File: config.mk
export PLATFORM = sky130hd
export DESIGN_NAME = key_press_detector
export DESIGN_NICKNAME = d
export VERILOG_FILES = /design/src/rtl/key_press_detector.sv
export SDC_FILE = /design/constraint.sdc
export NUM_CORES = 1
export LEC_CHECK = 0
export CORE_UTILIZATION = 50
export DETAILED_ROUTE_END_ITERATION = 12
export PLACE_DENSITY = 0.68
export REMOVE_ABC_BUFFERS = 1
export SYNTH_ARGS = -nofsm -noshare
export SYNTH_HDL_FRONTEND = slang
export SYNTH_SLANG_ARGS = --single-unit
File: constraint.sdc
create_clock -name clk -period 4.91 [get_ports clk]
set_input_delay 0.491 -clock clk [delete_from_list [all_inputs] [get_ports clk]]
set_output_delay 0.491 -clock clk [all_outputs]
set_load 0.1 [all_outputs]
File: src/rtl/key_press_detector.sv
// key_press_detector: counts red-marker pixels per on-screen piano key over
// one video frame, thresholds the counts at frame end, debounces the result
// across frames and drives the pressed-key vector plus a lowest-note output.
// Optional feature macro: KEYDET_HYST_EN (pressed keys stay hit down to half
// the normal threshold).
module key_press_detector #(
  parameter int H_ACT      = 640,
  parameter int V_ACT      = 480,
  parameter int R_MIN      = 10,
  parameter int GB_MAX     = 5,
  parameter int HIT_THRESH = 200,
  parameter int DEB_FRAMES = 3,
  parameter int CNT_W      = 13
) (
  input  logic        clk,
  input  logic        reset,
  input  logic        de,
  input  logic [9:0]  x,
  input  logic [9:0]  y,
  input  logic [3:0]  cam_r,
  input  logic [3:0]  cam_g,
  input  logic [3:0]  cam_b,
  output logic [12:0] keys_pressed,
  output logic        note_valid,
  output logic [3:0]  note_idx,
  output logic        note_on
);

  localparam int NKEYS = 13;
  localparam logic [9:0] X_LAST   = 10'(H_ACT - 1);
  localparam logic [9:0] Y_LAST   = 10'(V_ACT - 1);
  localparam logic [3:0] R_MIN_L  = 4'(R_MIN);
  localparam logic [3:0] GB_MAX_L = 4'(GB_MAX);
  localparam logic [3:0] DEB_L    = 4'(DEB_FRAMES);
  localparam logic [CNT_W-1:0] THR_FULL = CNT_W'(HIT_THRESH);
`ifdef KEYDET_HYST_EN
  localparam logic [CNT_W-1:0] THR_HALF = CNT_W'(HIT_THRESH >> 1);
`endif
  // Centre columns of the five black keys, left to right.
  localparam logic [9:0] BLACK_C [5] = '{10'd110, 10'd180, 10'd320, 10'd390, 10'd460};

  typedef enum logic [1:0] {WAIT, ACCUM, EVAL, DEB} state_t;

  state_t           state;
  logic [CNT_W-1:0] cnt [NKEYS];
  logic [3:0]       deb [NKEYS];
  logic [NKEYS-1:0] hit;

  logic             last_px;
  logic             marker;
  logic             key_vld;
  logic [3:0]       key_sel;
  logic             count_en;
  logic [NKEYS-1:0] hit_next;
  logic [NKEYS-1:0] keys_next;
  logic [3:0]       deb_next [NKEYS];
  logic [3:0]       idx_next;
  logic             on_next;

  assign last_px  = de && (x == X_LAST) && (y == Y_LAST);
  assign marker   = (cam_r >= R_MIN_L) && (cam_g <= GB_MAX_L) && (cam_b <= GB_MAX_L);
  assign count_en = de && marker && key_vld;

  // Map the current pixel position to a key; black ranges override white in the black band.
  // NOTE: every output of a combinational block gets a default first so no latch is inferred.
  always_comb begin
    key_sel = '0;
    key_vld = 1'b0;
    if (y >= 10'd250 && y <= 10'd479 && x >= 10'd40 && x <= 10'd599) begin
      key_vld = 1'b1;
      for (int i = 1; i < 8; i++) begin
        if (x >= 10'(40 + 70 * i)) key_sel = 4'(i);
      end
    end
    if (y >= 10'd250 && y <= 10'd370) begin
      for (int j = 0; j < 5; j++) begin
        if (x >= BLACK_C[j] - 10'd24 && x <= BLACK_C[j] + 10'd23) begin
          key_vld = 1'b1;
          key_sel = 4'(8 + j);
        end
      end
    end
  end

  // Frame-end threshold per key (lower threshold for already-pressed keys when hysteresis is on).
  always_comb begin
    hit_next = '0;
    for (int k = 0; k < NKEYS; k++) begin
`ifdef KEYDET_HYST_EN
      hit_next[k] = keys_pressed[k] ? (cnt[k] >= THR_HALF) : (cnt[k] >= THR_FULL);
`else
      hit_next[k] = (cnt[k] >= THR_FULL);
`endif
    end
  end

  // Debounce step and the note outputs derived from the new key state.
  always_comb begin
    keys_next = keys_pressed;
    for (int k = 0; k < NKEYS; k++) begin
      deb_next[k] = 4'd0;
      if (hit[k] != keys_pressed[k]) begin
        if (deb[k] + 4'd1 == DEB_L) keys_next[k] = ~keys_pressed[k];
        else                         deb_next[k] = deb[k] + 4'd1;
      end
    end
    idx_next = '0;
    for (int k = NKEYS - 1; k >= 0; k--) begin
      if (keys_next[k]) idx_next = 4'(k);
    end
    on_next = (|keys_next) && (!note_valid || idx_next != note_idx);
  end

  // Frame FSM: sync to a frame end, accumulate, evaluate, debounce, repeat.
  // NOTE: sequential state uses non-blocking assignments only, so every flop samples pre-edge values.
  always_ff @(posedge clk) begin
    if (reset) begin
      state        <= WAIT;
      // NOTE: cnt/deb are small flop arrays, not RAM, so they are cleared with the rest of the state.
      for (int k = 0; k < NKEYS; k++) begin
        cnt[k] <= '0;
        deb[k] <= '0;
      end
      hit          <= '0;
      keys_pressed <= '0;
      note_valid   <= 1'b0;
      note_idx     <= '0;
      note_on      <= 1'b0;
    end else begin
      note_on <= 1'b0;
      case (state)
        WAIT: begin
          if (last_px) begin
            state <= ACCUM;
            for (int k = 0; k < NKEYS; k++) cnt[k] <= '0;
          end
        end
        ACCUM: begin
          for (int k = 0; k < NKEYS; k++) begin
            if (count_en && key_sel == 4'(k) && cnt[k] != {CNT_W{1'b1}})
              cnt[k] <= cnt[k] + 1'b1;
          end
          if (last_px) state <= EVAL;
        end
        EVAL: begin
          hit <= hit_next;
          for (int k = 0; k < NKEYS; k++) cnt[k] <= '0;
          state <= DEB;
        end
        DEB: begin
          for (int k = 0; k < NKEYS; k++) deb[k] <= deb_next[k];
          keys_pressed <= keys_next;
          note_valid   <= |keys_next;
          note_idx     <= idx_next;
          note_on      <= on_next;
          state        <= ACCUM;
        end
        default: state <= WAIT;
      endcase
    end
  end

endmodule

Word level (Yosys, flattened, before mapping):

Memories as Yosys holds them, arrays and structs flattened.
Cells that the tools add are included.

* bits in registers: 34
* input bits: 35
* RAM bits: 221
* memories: 2
* output and inout bits: 19
* logic and storage cells: 451

* bitwise operators: 66
* $lt $le $gt $ge: 38
* reduce and logical (&&, ||, !) cells: 49
* eq/ne operators: 59
* muxes and demuxes: 205
* add/subtract/negate cells: 26

Memory list
* cnt: depth 13, bits a word 13, read ports 13, clocked after memory_dff 0, wr ports 13, RTL line 45 `logic [CNT_W-1:0] cnt [NKEYS];`
* deb: depth 13, bits a word 4, read ports 13, clocked after memory_dff 0, wr ports 13, RTL line 46 `logic [3:0] deb [NKEYS];`

Operators with widths (number)
* 13-bit two-way mux: 39
* 4-bit two-way mux: 65
* 13-bit by 1-bit adder with 13-bit output (second input constant): 13
* 13-bit by 8-bit >= comparator with 1-bit output (second input constant): 13
* 13-bit inequality test (second input constant): 13
* 1-bit two-way mux: 98
* 4-bit by 2-bit equality test with 1-bit output (second input constant): 15
* 10-bit by 9-bit >= comparator with 1-bit output (second input constant): 6
* 4-bit by 1-bit adder with 4-bit output (second input constant): 13
* 1-bit OR: 52
* 10-bit by 9-bit <= comparator with 1-bit output (second input constant): 5
* 1-bit logical AND: 42
* 10-bit by 8-bit >= comparator with 1-bit output (second input constant): 4
* 4-bit equality test (second input constant): 5
* 10-bit by 7-bit >= comparator with 1-bit output (second input constant): 2
* 10-bit by 8-bit <= comparator with 1-bit output (second input constant): 2
* 4-bit by 3-bit equality test with 1-bit output (second input constant): 4
* 1-bit inverter: 14
* 1-bit inequality test: 13
* 13-bit OR reduction: 1
* 10-bit equality test (second input constant): 1
* 10-bit by 9-bit equality test with 1-bit output (second input constant): 1
* 10-bit >= comparator (second input constant): 1
* 10-bit by 6-bit >= comparator with 1-bit output (second input constant): 1
* 16 further kinds: 20

Longest topological paths before layout:

* word-level depth: 24
* gate-level depth with buffers: 12

Least setup slack after synthesis:

Ideal clock, no wire load.

* path kind: input-to-reg
* from: in x[5]
* to: mem cnt[4][0] (netlist: cnt[0][52]), enable pin
* path slack: 1.305 ns
* stages on the path: 11
* path buffers: 3
* data arrival time: 3.204 ns
* setup time: 0.401 ns
* path through: buf_2 > a211o_1 > a21oi_2 > and3_1 > a21oi_2 > o221a_4 > or2_1 > buf_6 > o22a_4 > buf_6 > o21ai_0

RTL lines
* start: declaration: RTL line 18 `input logic [9:0] x,`
* end: declaration: RTL line 45

==> flow_summary_export.csv <==
group,metric,value,unit
synth,synth_edf_count,156,
cells_and_area,num-fill-cells,2449,
run,maxCapViolations,0,
global_routing,grt_max_degree,55,
power,leakagePower,6.05,nW
critical_path,r2r_start,"state[1]",
critical_path,worstSetupStartpointType,"primary input",
floorplan,fp.dieH,171,um
power,internal-power,3.73,mW
synth,synth_area,14300,um^2
sta,fin_tns_setup,0,ns
floorplan,initial_core_util,0.511,
critical_path,critPathKind,"in -> reg",
critical_path,slowest_stage,"a21oi_1",
cells_and_area,seq_area,6670,um^2
routing,vias,10900,
critical_path,path_delay_family,"compound AO/OA/AOI/OAI gates",
critical_path,path_buf_inv,1,
global_routing,grt_pass1_vias,10000,
critical_path,ff2ff_setup_slack,1.87,ns
sta,setup_violations,0,
floorplan,core,27900,um^2
routing,ant_nets,0,
cells_and_area,multi_input_area,7130,um^2
worst_hold_path,hold_end,"cnt[1][25]",
worst_hold_path,hold-path-cell-count,2,
clock_tree,clk_pin_slew_worst_paths,0.06,ns
routing,viasPerCell,5.51,
critical_path,reg2reg_depth,11,
clock_tree,cts_max_path_buffers,3,
power,comb_power_share,0.063,
floorplan,dieArea,29200,um^2
sta,clock.fmax,277,MHz
power,peakVddDrop,261,uV
synth,synth_most_common_cell,"nor2_1",
global_routing,grt_pass1_wl,47400,um
critical_path,worstPathArrival,3.79,ns
sta,rsz0062_at_grt,"no",
power,switching_share,0.230,
synth,yosysTopAreaCell,"edfxtp_1",
sta,tightest_slew,1.19,ns
routing,firstDrtPassIters,5,
critical_path,cp_slowest_stage_delay,0.80,ns
global_routing,grt_overflow,0,
synth,ys_top_cells_by_count,"nor2_1 (254), edfxtp_1 (156), nand2_1 (128)",
cells_and_area,design_area,16000,um^2
routing,wire_per_inst,14.4,um
clock_tree,cts_resized,0,
cells_and_area,fin_cells,1975,
critical_path,path_cells,"clkdlybuf4s50_1 -> nor2_1 -> a21oi_1 -> nor3_1 -> a21oi_1 -> nor2_1 -> a21oi_2 -> and2b_1 -> nand3_1 -> nand2_1",
placement,portBuffers,50,
critical_path,timing.rr.end,"cnt[1][21]",
synth,seq_area_frac_synth,0.467,
sta,min_period,3.62,ns
synth,synth.area.top_cells,"edfxtp_1 (33%), dfxtp_1 (14%), nor2_1 (6.7%), ha_1 (4.9%), xor2_1 (4.8%)",
synth,async_flop_share,0,
clock_tree,htree_levels,1,
global_routing,grt_usage,0.197,
worst_hold_path,worstHoldStart,"cnt[1][25]",
critical_path,crit_fanout,13,
floorplan,die_w,171,um
synth,ys_types,69,
cells_and_area,syn2layout_area_growth,12.3,%
status,outcome,"finished, final reports clean",
clock_tree,clkLatencyLatePin,0.54,ns
cells_and_area,diodes,0,
synth,avgSynthCellArea,9.31,um^2
critical_path,worstSetupEndpointType,"flip-flop",
sta,min_period_over_period,0.736,
clock_tree,cts_setup_buffers,0,
global_routing,antenna_found_initial,0,
placement,place_area,15100,um^2
sta,finalHoldViolCount,0,
clock_tree,clock-sinks,255,
floorplan,ios,54,
sta,drv_slew,0,
synth,synth_ff_type,"edfxtp_1",
cells_and_area,drive_gt1_frac,0.0495,
clock_tree,cts_tree,"yes",
power,pwr-share-clk,0.434,
sta,fin_skew,0.0125,ns
placement,numPlacedInstances,1923,
cells_and_area,nNetsFinal,1666,
synth,synth-seq-cells,255,
clock_tree,cts_buffers,28,
clock_tree,cts_hold_buffers,0,
power,p_switching,1.11,mW
sta,slew_headroom,0.203,
critical_path,crit_required,5.08,ns
synth,ys_warn_count,0,
placement,hpwlAfterDp,19800,um
routing,drc,0,
power,power.density,302,nW/um^2
clock_tree,cts_root_buf,"clkbuf_16",
placement,gp_congestion,0.800,
routing,wl,28500,um
routing,drt_iter0_drc,527,
floorplan,fp-row-count,61,
power,power_frac_seq,0.503,
synth,syn_inst,1532,
synth,synth_top_area_frac,0.328,
worst_hold_path,hp-class,"reg -> reg",
-- worst reg2reg max path: cells and delay by family (launching register included) --
kind	cells	cell delay, ns
and+or+nand+nor	7	1.84
AOI/OAI and AO/OA	2	0.53
DFF	1	0.34
adders and majority gates	1	0.20
buffers and inverters	1	0.09
-- final cells by class --
class,instances,area share
inverter,68,0.0159
multi-input combinational,1162,0.445
clock buffer,37,0.0503
sequential,255,0.416
clock inverter,15,0.00757
tap,378,0.0295
timing repair buffer,60,0.0359
-- sequential cells by signal, indices dropped and copies added, names as in the netlist --
signal,cells
note_idx,4
hit,13
note_valid,1
state,2
note_on,1
keys_pressed,13
cnt,169
deb,52
-- stage by stage --
stage / setup WS, ns / utilization / total power, mW / hold WS (ns)
2_1_floorplan: 1.49 / - / 2.66 / 0.446
3_3_place_gp: 0.765 / 0.541 / 2.77 / 0.462
3_5_place_dp: 0.767 / 0.541 / 2.78 / 0.466
4_1_cts: 1.30 / 0.574 / 4.89 / 0.475
5_1_grt: 1.01 / 0.574 / 5.01 / 0.507
6_report: 1.29 / 0.574 / 4.84 / 0.476
-- cell usage in the layout (no fill, tap or decap), types with 12 or more instances in the layout --
cell type        netlist  routed
nor2_1               254     254
edfxtp_1             156     156
nand2_1              128     128
nand3_1              104     104
dfxtp_1               99      99
xor2_1                79      79
o21ai_0               69      68
inv_1                 68      67
xnor2_1               62      62
nor3_1                59      59
ha_1                  56      56
and3_1                51      51
clkdlybuf4s50_1        0      50
a21oi_1               32      32
clkbuf_16              0      29
nand4_1               26      26
nand2b_1              19      19
mux2i_1               19      19
a21o_1                15      15
and3b_1               13      13
a21boi_0              12      12
-- layer usage --
metal	vias to the layer above	track usage	share of wire
met1	5148	0.263	0.48
met3	47	0.0261	0.036
met5	-	0	0
met2	162	0.333	0.46
met4	0	0.0598	0.025
li1	5516	-	-
-- kinds of logic after synthesis --
| family | synth area share |
|---|---|
| and+or+nand+nor | 0.244 |
| DFF | 0.467 |
| AOI/OAI and AO/OA | 0.106 |
| xor gates and xnor gates | 0.0865 |
| buffers and inverters | 0.0331 |
| adders and majority gates | 0.0491 |
| muxes | 0.0141 |
-- power groups by stage --
stage	Combinational, mW	Sequential (mW)	Clock (mW)
after floorplan	0.205	2.46	0
after global placement	0.301	2.47	0
after detailed placement	0.306	2.48	0
after CTS	0.308	2.43	2.15
after global routing	0.343	2.45	2.22
final	0.306	2.43	2.10
-- worst max path at each step --
stage                     from         end  slack [ns]  cells past startpoint
final                     y[2]  cnt[0][71]        1.29                     10
after global routing      y[2]   cnt[1][1]        1.01                     11
after CTS                 y[2]   cnt[1][6]        1.30                     11
after detailed placement  y[2]   cnt[1][5]        0.77                     11
after global placement    y[2]  cnt[0][67]        0.76                     10
after floorplan           y[4]  cnt[0][52]        1.49                      7
Power figures use the tool's default switching activity.
